`src/rtl/uart_tx_frame.sv`:
```
// UART transmitter: accepts a byte on a valid/ready handshake and sends it LSB-first
// as start + 8 data + optional parity + 1/2 stop bits, using its own bit-period counter.
module uart_tx_frame #(
    parameter int SYS_RATE_DIV = 4,
    parameter int SYS_RATE     = 125_000_000 / (2 ** (SYS_RATE_DIV - 1)),
    parameter int BAND_RATE    = 115200,
    parameter int CNT_BAND     = SYS_RATE / BAND_RATE,
    parameter int PARITY_MODE  = 0,
    parameter int STOP_BITS    = 1
) (
    input  logic       clock,
    input  logic       reset,
    input  logic [7:0] tx_data,
    input  logic       tx_valid,
    output logic       tx_ready,
    output logic       tx,
    output logic       tx_busy,
    output logic       tx_done,
    output logic [2:0] dbg_state
);

    // Handshake: a byte transfers on a rising edge where tx_valid && tx_ready;
    // tx_ready is high only in IDLE and tx_valid outside IDLE is simply ignored.

    typedef enum logic [2:0] {
        IDLE   = 3'd0,
        START  = 3'd1,
        DATA   = 3'd2,
        PARITY = 3'd3,
        STOP   = 3'd4
    } state_t;

    localparam logic [13:0] CNT_LAST  = 14'(CNT_BAND - 1);
    localparam logic [2:0]  STOP_LAST = 3'(STOP_BITS - 1);

    state_t      state_q, state_d;
    logic [13:0] cnt_q, cnt_d;
    logic [2:0]  idx_q, idx_d;
    logic [7:0]  shift_q, shift_d;
    logic        par_q, par_d;
    logic        tx_q, tx_d;
    logic        done_q, done_d;

    logic accept;
    logic bit_end;

    assign accept  = tx_valid && (state_q == IDLE);
    assign bit_end = (cnt_q == CNT_LAST);

    always_ff @(posedge clock or negedge reset) begin
        if (!reset) begin
            state_q <= IDLE;
            cnt_q   <= '0;
            idx_q   <= '0;
            shift_q <= '0;
            par_q   <= 1'b0;
            tx_q    <= 1'b1;
            done_q  <= 1'b0;
        end else begin
            state_q <= state_d;
            cnt_q   <= cnt_d;
            idx_q   <= idx_d;
            shift_q <= shift_d;
            par_q   <= par_d;
            tx_q    <= tx_d;
            done_q  <= done_d;
        end
    end

    always_comb begin
        state_d = state_q;
        case (state_q)
            IDLE:    if (tx_valid) state_d = START;
            START:   if (bit_end) state_d = DATA;
            DATA:    if (bit_end && idx_q == 3'd7)
                         state_d = (PARITY_MODE != 0) ? PARITY : STOP;
            PARITY:  if (bit_end) state_d = STOP;
            STOP:    if (bit_end && idx_q == STOP_LAST) state_d = IDLE;
            default: state_d = IDLE;
        endcase
    end

    // Bit timing and data path; idx counts data bits in DATA and stop bits in STOP.
    always_comb begin
        cnt_d   = (state_q == IDLE || bit_end) ? 14'd0 : cnt_q + 14'd1;
        idx_d   = idx_q;
        shift_d = shift_q;
        par_d   = par_q;
        if (state_q == IDLE) begin
            idx_d = 3'd0;
        end else if (bit_end) begin
            idx_d = (state_d != state_q) ? 3'd0 : idx_q + 3'd1;
        end
        if (accept) begin
            shift_d = tx_data;
            par_d   = (PARITY_MODE == 2) ? ~^tx_data : ^tx_data;
        end else if (state_q == DATA && bit_end) begin
            shift_d = {1'b0, shift_q[7:1]};
        end
    end

    // tx is computed from the state being entered so the pin comes straight off a flop.
    always_comb begin
        tx_d = 1'b1;
        case (state_d)
            IDLE:    tx_d = 1'b1;
            START:   tx_d = 1'b0;
            DATA:    tx_d = shift_d[0];
            PARITY:  tx_d = par_d;
            STOP:    tx_d = 1'b1;
            default: tx_d = 1'b1;
        endcase
        done_d = (state_q == STOP) && (state_d == IDLE);
    end

    assign tx        = tx_q;
    assign tx_done   = done_q;
    assign tx_ready  = (state_q == IDLE);
    assign tx_busy   = (state_q != IDLE);
    assign dbg_state = state_q;

endmodule

```
`config.mk`:
```
export PLATFORM = sky130hd
export DESIGN_NAME = uart_tx_frame
export DESIGN_NICKNAME = d
export VERILOG_FILES = /design/src/rtl/uart_tx_frame.sv
export SDC_FILE = /design/constraint.sdc
export NUM_CORES = 1
export LEC_CHECK = 0
export BUFFER_PORTS_ARGS = -buffer_cell sky130_fd_sc_hd__buf_2
export CAP_MARGIN = 20
export CORE_AREA = 3 3 62 64
export DETAILED_ROUTE_END_ITERATION = 6
export DIE_AREA = 0 0 65 67
export GPL_ROUTABILITY_DRIVEN = 0
export PLACE_DENSITY = 0.7
export SYNTH_ARGS = -nofsm -noshare
export SYNTH_HDL_FRONTEND = slang
export SYNTH_SLANG_ARGS = --single-unit
export TNS_END_PERCENT = 50
```
`constraint.sdc`:
```
create_clock -name clock -period 1.4 [get_ports clock]
set_input_delay 0.07 -clock clock [delete_from_list [all_inputs] [get_ports clock]]
set_output_delay 0.07 -clock clock [all_outputs]
set_load 0.1 [all_outputs]
```
# == Word-level counts from Yosys, hierarchy flattened ==
# Index checks and enable logic that the tools add are counted.
# totals
ff_bits,31
latch_bits,0
ram_bits,0
mem_bits_ro,0
inputBits,11
output_inout_bits,7
wordCells,47
memories,0
# op_classes
n_addsub,2
mul,0
n_div,0
magnitude_cmp,0
eq_ne,10
shifts,0
n_mux,14
n_bitwise,0
n_reduce_logical,13
# op_table
cell,count
two-way mux 3 bit,8
two-way mux 8 bit,2
one-hot mux 3 bit (5 select lines),1
adder 14 x 1 -> 14 bit (second input constant),1
== test 14 x 8 -> 1 bit (second input constant),1
two-way mux 14 bit,1
== test 3 x 2 -> 1 bit (second input constant),4
zero test 3 bit,3
XOR reduction 8 bit,1
== test 3 x 1 -> 1 bit (second input constant),2
== test 3 bit (second input constant),2
logical AND 1 bit,5
nonzero test 2 bit,2
adder 3 x 1 -> 3 bit (second input constant),1
inequality test 3 bit,1
one-hot mux 1 bit (3 select lines),1
nonzero test 3 bit,1
logical OR 1 bit,1
two-way mux 1 bit,1

# == Longest topological paths before layout ==
# Gate-level depths: netlist of the first run.
# logic_depth
ltp_word,8
mapped_depth,8
depth_no_buf,7

# == Least setup slack after synthesis of the first run ==
# No wires, ideal clock.
# synth_timing
path_kind,flip-flop to flip-flop
from,register state_q[0] (netlist: dbg_state[0])
to,register cnt_q[10]
setup_ns,0.119
arrival_ns,3.248
path_slack_ns,-1.967
stages_incl_launch_ff,9
n_path_buf,3
period_less_slack_ns,3.367
path_cell_list,dfrtp_1 > buf_6 > or2_1 > buf_2 > nor2_2 > inv_2 > nand2_1 > buf_4 > nor2_1
# synth_between
elab_chain_len,3
# synth_lines
item,line,rtl
from (decl),36,"state_t state_q, state_d;"
from (signal assigned),60,state_q <= state_d;
zero test 3 bit,--,
via tx_ready,15,"output logic tx_ready,"
logical OR 1 bit,85,cnt_d = (state_q == IDLE || bit_end) ? 14'd0 : cnt_q + 14'd1;
two-way mux 14 bit,85,
via cnt_d[10],37,"logic [13:0] cnt_q, cnt_d;"
to (signal assigned),61,cnt_q <= cnt_d;
to (decl),37,
# The timed path passes the listed nets, and every way through them passes these cells.
# A chain may end at the register's enable or synchronous reset.

# == Worst setup path in the final report of the first run ==
# layout_timing
from,register state_q[1] (netlist: dbg_state[1])
to,register tx_q (netlist: tx)
# layout_between
elab_chain_len,5
# layout_lines
item,line,rtl
== test 3 x 2 -> 1 bit,97,end else if (state_q == DATA && bit_end) begin
logical AND 1 bit,97,
two-way mux 8 bit,97,
two-way mux 8 bit *,94,if (accept) begin
via shift_d[0],39,"logic [7:0] shift_q, shift_d;"
one-hot mux 1 bit (3 select lines) *,105,case (state_d)
via tx_d,41,"logic tx_q, tx_d;"
to (signal assigned),65,tx_q <= tx_d;
to (decl),41,
# Mark *: on every way through the listed nets, which the timed path passes. The rest lies on a longest branch. The select of a mux whose other input is x is not followed.

==> results.cfg, run 1 <==
[power_and_ir_drop]
p_per_area_nw_per_um2 = 1130
finalPower_mw = 2.86
ir_drop_v = 0.000876
p_leak_nw = 1.11

[drt]
maxUsedRoutingLayer = met4
wire_per_inst_microns = 16.9
wl_met3_microns = 111
post-route-drc-count = 0
routed_via_density = 5.37
met1_length_mm = 1.81
first_pass_iters = 4
dr.first_iter.drc_count = 101
num_vias = 1450
ant_nets = 0
wl_met2_mm = 2.52
wirelength_mm = 4.56

[global_routing]
antenna_found_initial = 0
grt_start_max_net_pins = 21
grt_pass1_wl_mm = 6.81
grt.overflow.total = 0
first_global_vias = 1471
grt_usage_pct = 20.9

[final_layout]
drive_above_1_share_pct = 51.8
nNetsFinal = 239
diodes = 0
syn2layout_area_growth_pct = 53.0
postLayoutCoreUtil_pct = 75.7

[timing]
clock-skew-final_ps = 9.84
period_share_pct = 125
finalHoldViolations = 0
drv_slew = 0
fmax_mhz = 569
max_slew.worst_pin.slew_ps = 494
post-route-min-period_ps = 1760
setup_ws_ps = -356
rsz0062_at_grt = yes
setup_viol = 32
max_slew_margin_pct = 67.3

[cts]
insertion_delay_ps = 340
cts_buffers = 5
cts_tree = yes
cts_root_buf = clkbuf_4
clk_pin_slew_ps = 100
clock_sinks = 31
clock_path_buffers = 2
htreeDepth = 2

[synth]
synth-edff-count = 0
ys_async_sr_fraction_pct = 100
ys_seq_area_share_pct = 47.0
synth-seq-cells = 31
synth_largest_area_cell = dfrtp_1
yosysTopAreaCellShare_pct = 45.5
synthTopCellsByArea = dfrtp_1, xnor2_1, nor2_1
synthCells = 160
post_synth_num_cell_types = 43
syn_avg_cell_area_sq_um = 10.3
ys_warn_count = 0
dominantRegCellSynth = dfrtp_1
syn_area_sq_um = 1650
syn-num-nets = 176

[min_path]
hold_start = tx_data[6]
holdPathStages = 3
hold_class = primary input to flip-flop
hold_end = shift_q[6]

[die]
initial_utilization_pct = 49.5
coreArea_sq_um = 3340
dieArea_sq_um = 4360
die_height_microns = 67
num_rows = 21
pin_count = 18
die_w_microns = 65

[worst_setup_path]
worstSetupEndpointType = flip-flop
reg2reg_from = dbg_state[1]
cpMaxStageDelayCell = or3b_2
cp_top_family = compound AO/OA/AOI/OAI gates
critPathLaunchType = flip-flop
reg2regPathDepth = 5
cp_max_fo = 5
crit_required_ps = 1670
criticalPathCategory = flip-flop to flip-flop
crit_buf_inv = 0
regToRegSetupSlack_ps = -360
cp.arrival_ps = 2020
r2r-end = tx
path_cells = or3b_2 -> a22oi_1 -> mux2i_4 -> a21oi_2 -> o22ai_2
cp_slowest_stage_delay_ps = 490

[placed_design]
dpl.hpwl_mm = 2.69
io_buffers = 17

[run_status]
outcome = finished with violations
violations = negative setup slack

[flow_run]
max_cap_violations = 0
## logic make-up after synthesis
group,count (synthesis),synth area share (%)
buffers and inverters,11,3.56
multiplexers,3,1.89
adder cells (fa/ha/maj),5,3.79
XOR/XNOR,19,10.1
AO/OA/AOI/OAI,26,10.8
AND/OR/NAND/NOR,65,22.9
flip-flops,31,47.0
## flip-flops by register name, summed over array words and instances (netlist names)
signal / count
tx: 1
par_q: 1
cnt_q: 14
shift_q: 8
idx_q: 3
dbg_state: 3
tx_done: 1
## synthesized netlist by cell type (all sizes together), types with 2 or more instances
master	count
mux2i	2
o21ai	8
a22oi	7
a21oi	2
a22o	2
and3	5
nor2	21
o21bai	2
ha	5
nor4b	3
nand2b	2
xnor2	14
nand2	10
inv	6
nor2b	5
buf	5
xor2	5
dfrtp	30
and2	2
nand3	4
nand4	2
and4	3
nor3	3
## layout make-up
class / count / area [sq um]
multi-input combinational: 119 / 1050
fill: 201 / 810
sequential: 31 / 783
timing repair buffer: 60 / 524
tap: 46 / 57.6
clock buffer: 6 / 51.3
clock inverter: 2 / 35.0
inverter: 6 / 30.0
## metrics by stage
stage	std cells	hold slack, ps	setup slack, ps	area [sq um]	setup TNS (ps)
after floorplan	160	-226	-941	1690	-22770
after global placement	250	28.6	-164	2050	-1700
after detailed placement	250	33.6	-256	2050	-3590
after CTS	265	50.4	-225	2320	-3000
after global routing	270	55.7	-394	2530	-7400
final	270	47.4	-356	2530	-4840
## tightest hold or removal path: stages
cell	delay, ps
buf_2	90
a22oi_1	70
o21ai_1	120
## worst max path at each step
stage,start,end,slack (ps),cells past startpoint
after global routing,dbg_state[1],tx,-390,5
after floorplan,dbg_state[0],cnt_q[10],-940,8
final,dbg_state[1],tx,-360,5
after detailed placement,cnt_q[1],tx,-260,6
after CTS,dbg_state[0],tx_ready,-220,4
after global placement,cnt_q[1],tx,-160,6
## power by group
group | internal [mW] | total [mW] | switching (mW)
clock | 0.422 | 0.744 | 0.322
sequential | 1.03 | 1.15 | 0.118
combinational | 0.523 | 0.964 | 0.441
## layout by cell type, fill, tap and decap left out, drive strengths merged, types with 6 or more instances in the layout
master / count
inv: 6
buf: 58
nor2: 21
clkbuf: 6
o21ai: 8
xnor2: 14
a22oi: 7
nand2: 11
dfrtp: 30
## timing repair
item                                    CTS  global route
hold endpoints to repair                 20             0
pin swaps                                10            13
hold buffers                              2             0
buffers inserted                          5             4
cloned                                    0             1
endpoints found under the setup margin   34            34
gates resized for setup                  30            40
## routing by layer
layer  up-vias  track usage, %
met1       725            24.0
met5         -               0
met3        12            4.05
met2        30            37.7
met4         0            8.71
li1        683               -
No activity file was read; power rests on OpenSTA's default activity.
==> inputs of run 2 (changes only) <==
--- a/config.mk
+++ b/config.mk
@@ -8,10 +8,11 @@
 export BUFFER_PORTS_ARGS = -buffer_cell sky130_fd_sc_hd__buf_2
 export CAP_MARGIN = 20
 export CORE_AREA = 3 3 62 64
+export CTS_CLUSTER_SIZE = 28
 export DETAILED_ROUTE_END_ITERATION = 6
 export DIE_AREA = 0 0 65 67
 export GPL_ROUTABILITY_DRIVEN = 0
-export PLACE_DENSITY = 0.7
+export PLACE_DENSITY = 0.77
 export SYNTH_ARGS = -nofsm -noshare
 export SYNTH_HDL_FRONTEND = slang
 export SYNTH_SLANG_ARGS = --single-unit
==> run 2 against run 1 <==
Net effect:
- core utilization decreased by 0.22 points
- non-clock buffer count grew 1
- clock power down 18%
- largest cell class unchanged
- via count up 6.8%
- worst setup slack better by 19 ps
- global-route usage increased by 1.6 points
- the flow still finishes with violations (negative setup slack)
- critical path depth rose by 2
- hold slack improved by 35 ps
- cell count grew 0.37%
- combinational power increased by 7%
- wire length rose by 21%
==> results.cfg, run 2 (same netlist as run 1, synthesis figures left out) <==
[placed_design]
dpl.hpwl_mm = 2.71
io_buffers = 17
dp.cells = 251

[final_layout]
reg_top3 = cnt_q: 14 flops, shift_q: 8 flops
final_common_cell = buf_4
largest_reg_flops = 14
nNetsFinal = 240
diodes = 0
layout_common_cells = buf_4, dfrtp_1, buf_2
postLayoutCoreUtil_pct = 75.5
stdcell_count = 271
syn2layout_area_growth_pct = 52.6
drive_above_1_share_pct = 52.0
regMostFlops = cnt_q

[power_and_ir_drop]
p_leak_nw = 1.13
seqPwrFrac_pct = 41.0
combPwrFrac_pct = 37.1
p_sw_share_pct = 33.7
p_sw_uw = 939
p_per_area_nw_per_um2 = 1110
clockPowerShare_pct = 21.9
intPower_mw = 1.85
ir_drop_v = 0.000761

[die]
num_rows = 21
die_w_microns = 65
initial_utilization_pct = 49.5
coreArea_sq_um = 3340
dieArea_sq_um = 4360
die_height_microns = 67
pin_count = 18

[drt]
ant_nets = 0
wire_per_inst_microns = 20.4
dr.first_iter.drc_count = 201
num_vias = 1548
wirelength_mm = 5.53
first_pass_iters = 4
post-route-drc-count = 0
routed_via_density = 5.71

[run_status]
violations = negative setup slack
outcome = finished with violations

[worst_setup_path]
criticalPathCategory = flip-flop to flip-flop
cp.arrival_ps = 2000
reg2reg_from = cnt_q[0]
crit_required_ps = 1660
critPathLaunchType = flip-flop
regToRegSetupSlack_ps = -340
reg2regPathDepth = 7
crit_end = tx
cp_max_fo = 3
worstSetupEndpointType = flip-flop
crit_start = cnt_q[0]
r2r-end = tx

[global_routing]
first_global_vias = 1516
antenna_found_initial = 0
grt_usage_pct = 22.5
grt_pass1_wl_mm = 7.27
grt.overflow.total = 0
grt_start_max_net_pins = 20

[flow_run]
max_cap_violations = 0

[min_path]
hold_class = primary input to flip-flop

[cts]
clk_pin_slew_ps = 100
clock_path_buffers = 2
cts_tree = yes
clock_sinks = 31
cts_buffers = 5
cts_root_buf = clkbuf_4
htreeDepth = 2
insertion_delay_ps = 340

[timing]
fmax_mhz = 576
period_share_pct = 124
post-route-min-period_ps = 1740
setup_viol = 32
max_slew_margin_pct = 67.7
clock-skew-final_ps = 8.48
setup_tns_ps = -5880
finalHoldViolations = 0
setup_ws_ps = -337
max_slew.worst_pin.slew_ps = 488
rsz0062_at_grt = yes
drv_slew = 0
-- run 2: cell types whose count changed in the layout (fill, tap and decap cells not counted), sizes merged --
cell and delta:
clkbuf +3, bufinv -1, clkinv -1
-- run 2: area by class of cell --
| class | instances | area [sq um] |
|---|---|---|
| Clock buffer | 8 | 68.8 |
| Fill cell | 188 | 817 |
| Inverter | 6 | 30.0 |
| Multi-Input combinational cell | 119 | 1080 |
| Sequential cell | 31 | 783 |
| Tap cell | 46 | 57.6 |
| Timing Repair Buffer | 61 | 504 |
-- run 2: how the worst min path moves through the flow --
stage | depth (start not counted) | slack [ps] | to | startpoint
floorplan | 0 | -230 | cnt_q[0] | reset
global placement | 1 | 20 | tx_done | reset
detailed placement | 1 | 30 | tx_done | reset
CTS | 3 | 40 | shift_q[1] | tx_data[1]
global route | 3 | 80 | shift_q[2] | tx_data[2]
finish | 3 | 80 | shift_q[2] | tx_data[2]
-- run 2: timing repair --
| action | CTS | global route |
|---|---|---|
| resized for setup | 22 | 48 |
| endpoints found under the setup margin | 33 | 34 |
| gates cloned | 0 | 1 |
| setup buffers | 4 | 5 |
| hold buffers | 2 | 0 |
| pin swaps | 10 | 19 |
| endpoints found under the hold margin | 21 | 0 |
-- run 2: power groups by stage --
stage / clock network (mW) / logic, mW / registers (mW)
2_1_floorplan: 0 / 0.334 / 1.18
3_3_place_gp: 0 / 0.673 / 1.13
3_5_place_dp: 0 / 0.714 / 1.13
4_1_cts: 0.618 / 0.760 / 1.14
5_1_grt: 0.662 / 1.10 / 1.16
6_report: 0.612 / 1.03 / 1.14
-- run 2: worst max-delay path, stage by stage (launching register included) --
cell,delay [ps]
dfrtp_1,360
inv_1,50
ha_2,190
nor2b_4,130
and4_4,200
a211oi_2,310
o21ai_0,220
o22ai_2,200
-- run 2: through the flow --
step	total power, mW	hold WS (ps)	setup WS, ps	cell area [sq um]
floorplan	1.51	-226	-941	1690
global placement	1.81	19.5	-203	2060
detailed placement	1.84	28.0	-289	2060
CTS	2.51	43.8	-225	2270
global route	2.93	78.9	-403	2520
finish	2.79	82.5	-337	2520
-- run 2: metal layers --
metal	global-route usage, %	routed length, microns
met5	0	0
met4	13.5	306
met3	5.73	270
met2	37.7	2930
met1	25.8	2020
